<file path="src/rtl/axis_depacketizer_pkg.sv">
// axis_depacketizer_pkg: shared state and length-check types for the depacketizer.
package axis_depacketizer_pkg;
  typedef enum logic {SYNC, RUN} state_t;
  typedef enum logic [1:0] {OK, SHORT, LONG} len_res_t;
  function automatic len_res_t classify(input int unsigned len, input int unsigned cfg);
    return (len == cfg + 1) ? OK : (len < cfg + 1) ? SHORT : LONG;
  endfunction
endpackage

</file>
<file path="src/rtl/axis_depacketizer_if.sv">
// axis_depacketizer_if: AXI4-Stream bundle with master/slave views.
interface axis_depacketizer_if #(parameter int AXIS_TDATA_WIDTH = 32);
  logic [AXIS_TDATA_WIDTH-1:0] tdata;
  logic tvalid;
  logic tready;
  logic tlast;
  modport master (output tdata, tvalid, tlast, input tready);
  modport slave (input tdata, tvalid, tlast, output tready);
endinterface

</file>
<file path="src/rtl/axis_skid_buffer.sv">
// axis_skid_buffer: 2-entry output stage, 1-cycle latency, registered upstream ready.
module axis_skid_buffer #(parameter int AXIS_TDATA_WIDTH = 32) (
  input  logic                        aclk,
  input  logic                        aresetn,
  input  logic                        in_valid,
  input  logic [AXIS_TDATA_WIDTH-1:0] in_data,
  output logic                        in_ready,
  output logic                        out_valid,
  output logic [AXIS_TDATA_WIDTH-1:0] out_data,
  input  logic                        out_ready
);
  logic [AXIS_TDATA_WIDTH-1:0] mem [2];
  logic rd;
  logic [1:0] count, count_nxt;
  logic push, pop, wr;
  assign push = in_valid & in_ready;
  assign pop = out_valid & out_ready;
  assign wr = rd ^ count[0];
  assign count_nxt = count + {1'b0, push} - {1'b0, pop};
  assign out_valid = count != 2'd0;
  assign out_data = mem[rd];
  always_ff @(posedge aclk or negedge aresetn) begin
    if (!aresetn) begin
      mem <= '{default: '0};
      rd <= 1'b0;
      count <= 2'd0;
      in_ready <= 1'b0;
    end else begin
      if (push) mem[wr] <= in_data;
      if (pop) rd <= ~rd;
      count <= count_nxt;
      in_ready <= count_nxt != 2'd2;
    end
  end
endmodule

</file>
<file path="src/rtl/axis_depacketizer.sv">
// axis_depacketizer: strips tlast framing, checks packet length against cfg_data, counts good/bad packets.
// Define AXIS_DEPACKETIZER_DROP_EN to discard the overlength tail of long packets.
module axis_depacketizer
  import axis_depacketizer_pkg::*;
#(
  parameter int AXIS_TDATA_WIDTH = 32,
  parameter int CNTR_WIDTH = 32
) (
  input  logic                  aclk,
  input  logic                  aresetn,
  input  logic [CNTR_WIDTH-1:0] cfg_data,
  output logic [CNTR_WIDTH-1:0] sts_good,
  output logic [CNTR_WIDTH-1:0] sts_err,
  output logic                  sts_sync,
  axis_depacketizer_if.slave    s_axis,
  axis_depacketizer_if.master   m_axis
);
  state_t state, state_nxt;
  logic [CNTR_WIDTH-1:0] cnt;
  logic in_ready, acc, run_beat, keep, fwd, out_valid;
  logic [AXIS_TDATA_WIDTH-1:0] out_data;
  assign acc = s_axis.tvalid & in_ready;
  assign run_beat = acc & (state == RUN);
`ifdef AXIS_DEPACKETIZER_DROP_EN
  assign keep = cnt <= cfg_data;
`else
  assign keep = 1'b1;
`endif
  assign fwd = run_beat & keep;
  assign sts_sync = state == RUN;
  assign s_axis.tready = in_ready;
  assign m_axis.tvalid = out_valid;
  assign m_axis.tdata = out_data;
  assign m_axis.tlast = 1'b0;
  always_comb begin
    state_nxt = state;
    if (state == SYNC && acc && s_axis.tlast) state_nxt = RUN;
  end
  always_ff @(posedge aclk or negedge aresetn) begin
    if (!aresetn) state <= SYNC;
    else state <= state_nxt;
  end
  // A saturated counter still mismatches any cfg_data below all-ones, so long packets stay errors.
  always_ff @(posedge aclk or negedge aresetn) begin
    if (!aresetn) begin
      cnt <= '0;
      sts_good <= '0;
      sts_err <= '0;
    end else if (run_beat) begin
      if (s_axis.tlast) begin
        cnt <= '0;
        if (cnt == cfg_data) sts_good <= sts_good + 1'b1;
        else sts_err <= sts_err + 1'b1;
      end else if (~&cnt) begin
        cnt <= cnt + 1'b1;
      end
    end
  end
  axis_skid_buffer #(.AXIS_TDATA_WIDTH(AXIS_TDATA_WIDTH)) u_skid (
    .aclk      (aclk),
    .aresetn   (aresetn),
    .in_valid  (fwd),
    .in_data   (s_axis.tdata),
    .in_ready  (in_ready),
    .out_valid (out_valid),
    .out_data  (out_data),
    .out_ready (m_axis.tready)
  );
endmodule

</file>
<file path="src/flat_wrapper.sv">
// flat-port wrapper written by rule: the top's interface ports become plain ports
module axis_depacketizer_flat import axis_depacketizer_pkg::*;
#(
  parameter int AXIS_TDATA_WIDTH = 32,
  parameter int CNTR_WIDTH = 32
)
  (aclk, aresetn, cfg_data, sts_good, sts_err, sts_sync, s_axis_tdata, s_axis_tvalid, s_axis_tlast, s_axis_tready, m_axis_tdata, m_axis_tvalid, m_axis_tlast, m_axis_tready);
  axis_depacketizer_if #(.AXIS_TDATA_WIDTH(AXIS_TDATA_WIDTH)) s_axis_i ();
  axis_depacketizer_if #(.AXIS_TDATA_WIDTH(AXIS_TDATA_WIDTH)) m_axis_i ();
  input  logic aclk;
  input  logic aresetn;
  input  logic [CNTR_WIDTH-1:0] cfg_data;
  output logic [CNTR_WIDTH-1:0] sts_good;
  output logic [CNTR_WIDTH-1:0] sts_err;
  output logic sts_sync;
  input wire logic [$bits(s_axis_i.tdata)-1:0] s_axis_tdata;
  input wire logic [$bits(s_axis_i.tvalid)-1:0] s_axis_tvalid;
  input wire logic [$bits(s_axis_i.tlast)-1:0] s_axis_tlast;
  output wire logic [$bits(s_axis_i.tready)-1:0] s_axis_tready;
  output wire logic [$bits(m_axis_i.tdata)-1:0] m_axis_tdata;
  output wire logic [$bits(m_axis_i.tvalid)-1:0] m_axis_tvalid;
  output wire logic [$bits(m_axis_i.tlast)-1:0] m_axis_tlast;
  input wire logic [$bits(m_axis_i.tready)-1:0] m_axis_tready;
  assign s_axis_i.tdata = s_axis_tdata;
  assign s_axis_i.tvalid = s_axis_tvalid;
  assign s_axis_i.tlast = s_axis_tlast;
  assign s_axis_tready = s_axis_i.tready;
  assign m_axis_tdata = m_axis_i.tdata;
  assign m_axis_tvalid = m_axis_i.tvalid;
  assign m_axis_tlast = m_axis_i.tlast;
  assign m_axis_i.tready = m_axis_tready;
  axis_depacketizer #(.AXIS_TDATA_WIDTH(AXIS_TDATA_WIDTH), .CNTR_WIDTH(CNTR_WIDTH)) u_core (.aclk(aclk), .aresetn(aresetn), .cfg_data(cfg_data), .sts_good(sts_good), .sts_err(sts_err), .sts_sync(sts_sync), .s_axis(s_axis_i), .m_axis(m_axis_i));
endmodule
</file>
<file path="config.mk">
export PLATFORM = sky130hd
export DESIGN_NAME = axis_depacketizer_flat
export DESIGN_NICKNAME = d
export VERILOG_FILES = /design/src/rtl/axis_depacketizer_pkg.sv /design/src/rtl/axis_depacketizer_if.sv /design/src/rtl/axis_skid_buffer.sv /design/src/rtl/axis_depacketizer.sv /design/src/flat_wrapper.sv
export SDC_FILE = /design/constraint.sdc
export NUM_CORES = 1
export LEC_CHECK = 0
export CAP_MARGIN = 20
export CORE_MARGIN = 2
export CORE_UTILIZATION = 45
export CTS_CLUSTER_DIAMETER = 50
export CTS_CLUSTER_SIZE = 25
export DETAILED_ROUTE_END_ITERATION = 16
export HOLD_SLACK_MARGIN = 0.12
export PLACE_DENSITY_LB_ADDON = 0.05
export SETUP_SLACK_MARGIN = 0.1
export SYNTH_ARGS = -nofsm -noshare
export SYNTH_HDL_FRONTEND = slang
export SYNTH_SLANG_ARGS = --single-unit
</file>
<file path="constraint.sdc">
create_clock -name aclk -period 2.61 [get_ports aclk]
set_clock_uncertainty 0.15 [all_clocks]
set_input_delay 0.261 -clock aclk [delete_from_list [all_inputs] [get_ports aclk]]
set_output_delay 0.261 -clock aclk [all_outputs]
set_load 0.02 [all_outputs]
</file>
* Word level (Yosys, flattened, before mapping)
Cells that the tools add are included.
** Operators by class
- $add $sub $neg :: 5
- Magnitude comparators :: 3
- Eq/ne operators :: 3
- Mux-type cells :: 8
- Bitwise operators :: 10
- Reduce and logical (&&, ||, !) cells :: 8
** Operator list (count)
- two-way mux 32 bit :: 6
- adder 32 x 1 -> 32 bit, second input constant :: 3
- bitwise mux 64 bit :: 1
- demux 32 bit (select 1 bit) :: 1
- equality test 32 bit :: 1
- AND reduction 32 bit :: 1
- AND reduction 3 bit :: 2
- bitwise AND 1 bit :: 4
- greater-or-equal comparator 2 bit, second input constant :: 2
- inequality test 2 bit, second input constant :: 2
- inverter 1 -> 2 bit :: 2
- logical AND 1 bit :: 3
- inverter 1 bit :: 3
- adder 2 x 1 -> 2 bit :: 1
- less-than comparator 2 x 1 -> 1 bit, second input constant :: 1
- AND reduction 2 bit :: 1
- nonzero test 2 bit :: 1
- subtractor 2 x 1 -> 2 bit :: 1
- bitwise XOR 1 bit :: 1
** Word-level totals
- Bits in registers :: 165
- Input port bits :: 69
- Output and inout port bits :: 100
- Logic and storage cells :: 46

* Longest topological paths before layout
- Depth after elaboration :: 7
- Gate-level depth with buffers :: 10
- Depth with buffers taken out :: 7

* By module
Synthesis repeated with hierarchy kept, for this count alone.
** Second synthesis, totals
- Cells, all modules :: 749
- Area, all modules :: 8531.9 µm²
** Modules (own cells, without submodules)
- axis_depacketizer :: instances 1, cells an instance 561, area each 5429.0 µm², sequential area each 2427.3 µm²
- axis_skid_buffer :: instances 1, cells an instance 188, area each 3103.0 µm², sequential area each 1701.6 µm²

* Worst setup path after synthesis
OpenSTA, ideal clock, no wires.
- Kind :: reg2reg
- From :: register u_core.cnt[10]
- To :: register u_core.cnt[24]
- Library setup time :: 124 ps
- Arrival :: 1967 ps
- Required time :: 2336 ps
- Slack :: 369 ps
- Stages on the path, launching flop included :: 10
- Path buffers :: 3
- Period minus slack after synthesis :: 2241 ps
- Path through :: dfrtp_1 > buf_4 > nand4_1 > or4_4 > buf_6 > o31ai_4 > buf_6 > nor2_2 > o21ai_2 > o21ai_1
** On the way
- Word-level cells in the longest chain between the ends :: 3
- Elaborated cells between the ends (all ways) :: 6
- Classes of those cells :: add/sub: 1; eq/ne: 1; mux: 2; reduce/logical: 2
** Ends and longest elaborated chain
- start: declaration :: RTL line axis_depacketizer.sv:19 : logic [CNTR_WIDTH-1:0] cnt;
- start signal: assignment :: RTL line axis_depacketizer.sv:55 : cnt <= cnt + 1'b1;
- adder 32 x 1 -> 32 bit / AND reduction 32 bit (equally long branches) :: RTL line axis_depacketizer.sv:55, axis_depacketizer.sv:54
- two-way mux 32 bit / inequality test 2 bit (equally long branches)
- two-way mux 32 bit / AND reduction 2 bit (equally long branches)
Parallel ways exist; a longest one is shown, timed or not. The select of a mux whose other input is x is not followed.
A chain may end at the register's enable or synchronous reset.

* Worst setup path in the final report
- From :: register u_core.cnt[13]
- To :: register u_core.sts_good[31]
** On the way
- Word-level cells in the longest chain between the ends :: 2
** Ends and longest elaborated chain
- equality test 32 bit :: RTL line axis_depacketizer.sv:52 : if (cnt == cfg_data) sts_good <= sts_good + 1'b1;
- AND reduction 3 bit (no line)
- end signal: assignment :: RTL line axis_depacketizer.sv:52
- end: declaration :: RTL line axis_depacketizer.sv:12 : output logic [CNTR_WIDTH-1:0] sts_good,
Every way passes these cells.

==> results.txt <==
maximum clock rate: 0.4052 GHz
vias per cell: 5.629
initial drt markers: 469
fin nets: 1003
DPL Wire Length: 14960 um
largest net degree at the start of global routing: 71
Req. time, crit path: 2.81 ns
clock-pin slew on the worst setup and hold paths: 0.07 ns
clock buffer count from CTS: 17
Post-synth EDFFs: 0
Worst-Skew Late Latency: 0.43 ns
Total Wirelength: 21260 um
sequential share of the synthesized area: 0.4971
setup TNS: 0 ns
clock root cell: clkbuf_16
relative slew slack: 0.5607
die width: 139.9 um
CTS tree: done
Power per Cell Area: 892.6 mW/mm2
Synth cell types: 54
Layout area overhead: 34.97%
status: complete, no violations
Synth area leaders: dfrtp_1 50%, mux2_2 13%, xor2_1 7.8%
critical path start-end classification: reg2reg
Hold Path Class: in2async
cell row count: 49
Synth Net Count: 815
CP Max Fanout: 6
leading area contributor after synthesis: dfrtp_1
# port buffers: 167
RSZ-0062 raised after global routing: true
GRT Overall Usage: 0.2190
detailed-route via count: 6603
actual slew at the worst max-slew pin: 0.6590 ns
final hold vios: 0
Leakage: 4.927 nW
Max Cap Viol: 0
Worst VDD drop: 0.6777 mV
core footprint: 0.01802 mm2
post-placement cell area: 0.01044 mm2
Routed Antenna Nets: 0
#FFs+latches synth: 165
CP endpoint kind: flop
Post-synth top flop: dfrtp_1
grt ovf: 0
DRC Markers: 0
most frequent cells in the layout: 166 x clkdlybuf4s50_1, 159 x dfrtp_1, 98 x mux2_2
Die Area: 0.01956 mm2
Synth top area share: 0.4971
clk buf depth: 2
vias in the first global route: 6541
min cycle time layout: 2.468 ns
total number of H-tree levels: 4
dpl cells: 1136
Cell Area, Synth: 0.008305 mm2
number of iterations in the first detailed-routing pass: 7
IO Count: 169
WP data arrival: 2.67 ns
Final Util: 0.6219
initial core utilization: 0.4608
per-cell routed wire length: 18.13 um
Post-Synthesis Cells: 742
RePlAce Congestion: 0.8636
Die Y: 139.9 um
Setup Viol. Count Final: 0
asr flop ratio synth: 1.000
commonest non-fill, non-tap cell in the layout: clkdlybuf4s50_1
Finished Cell Area: 0.01121 mm2
clock sinks: 165
Finished Layout Cells: 1173
critical path startpoint category: flop
initial antenna violation count: 1
layout cells sized above 1: 0.2216
Max Slew Vio Count: 0
Syn Area/Cell: 11.19 um2
Ys Warns: 0
Final Cycle Share: 0.9456
first-pass GRT wire length: 34370 um
fill cell count: 1455
## through the flow
step | hold slack (ns) | power [mW] | setup WS [ns]
final | 0.2427 | 10.01 | 0.1421
after floorplan | -0.1846 | 5.813 | 0.3689
after CTS | 0.2618 | 10.09 | 0.1242
after global routing | 0.3013 | 10.49 | 0.05224
after global placement | 0.1415 | 7.272 | -0.1763
after detailed placement | 0.1599 | 7.401 | -0.1892
## where the power goes
part	internal (mW)	switching (mW)	total, mW
clock	1.53	1.14	2.67
sequential	3.17	0.342	3.51
combinational	2.09	1.74	3.82
total	6.78	3.22	10.0
## state kept, by name, indices dropped and copies added, names as in the netlist
register,flops
u_core.cnt,32
u_core.sts_err,32
u_core.sts_good,32
u_core.sts_sync,1
u_core.u_skid.count,2
u_core.u_skid.in_ready,1
u_core.u_skid.mem,64
u_core.u_skid.rd,1
## final cells by class
type	instances	area, um2	share of cell area
tap	229	286.5	0.02556
multi-input combinational	535	4074	0.3634
inverter	4	15.01	0.001339
antenna	1	2.502	0.0002232
sequential	165	4136	0.3690
clock inverter	12	157.7	0.01406
timing repair buffer	207	2071	0.1847
clock buffer	20	466.7	0.04163
## worst paths after layout
kind / from / endpoint / slack [ns] / cells after the start
max in group asynchronous: aresetn / u_core.sts_good[3]$_DFFE_PN0P_ / 1.26 / 3
min in group aclk: s_axis_tdata[23] / u_core.u_skid.mem[55]$_DFFE_PN0P_ / 0.31 / 2
worst max-delay path: u_core.cnt[13]$_DFFE_PN0P_ / u_core.sts_good[31]$_DFFE_PN0P_ / 0.14 / 9
worst max register to register: u_core.cnt[13]$_DFFE_PN0P_ / u_core.sts_good[31]$_DFFE_PN0P_ / 0.14 / 9
worst min-delay path: aresetn / u_core.u_skid.mem[41]$_DFFE_PN0P_ / 0.24 / 2
worst min register to register: u_core.sts_err[31]$_DFFE_PN0P_ / u_core.sts_err[31]$_DFFE_PN0P_ / 0.33 / 1
## Yosys cell counts (7+ instances only)
| cell | instances |
|---|---|
| dfrtp_1 | 165 |
| mux2_2 | 98 |
| xor2_1 | 74 |
| nand2_1 | 51 |
| nand3_1 | 50 |
| nand4_1 | 34 |
| nor2_1 | 26 |
| xnor2_1 | 24 |
| o21ai_0 | 22 |
| and3_1 | 20 |
| nor3_1 | 20 |
| nor4_1 | 20 |
| clkbuf_1 | 13 |
| buf_2 | 12 |
| a21oi_1 | 10 |
| and4_1 | 9 |
| and2_1 | 7 |
| buf_1 | 7 |
| or4_1 | 7 |
## per-layer routing
layer,share of wire,wire length [um],global-route usage,vias to the layer above
li1,-,-,-,3071
met1,0.43,9226,0.2934,3282
met2,0.49,10410,0.3558,220
met3,0.060,1266,0.04714,30
met4,0.017,363,0.07211,0
met5,0,0,0,-
## worst max-delay path, stage by stage (launching register included)
cell     delay (ns)
dfrtp_1        0.39
buf_4          0.15
xor2_1         0.17
nor4_2         0.37
nand4_1        0.18
buf_6          0.17
or2_4          0.29
buf_6          0.15
nor3_4         0.19
xor2_1         0.16
## cells by family after synthesis
logic type,count (synthesis),synth area share
AO/OA/AOI/OAI,62,0.04927
adder cells (fa/ha/maj),4,0.006026
flip-flops,165,0.4971
XOR/XNOR,98,0.1033
multiplexers,102,0.1377
AND/OR/NAND/NOR,267,0.1799
buffers and inverters,43,0.02621
other,1,0.0004515
## timing repair
action | in CTS | in global routing
gates cloned | 0 | 1
hold endpoints to repair | 67 | 0
resized for setup | 5 | 22
hold buffers | 1 | 0
endpoints found under the setup margin | 51 | 40
setup buffers | 0 | 2
pin swaps | 0 | 5
Note: power is estimated with default switching activity, not from simulation.
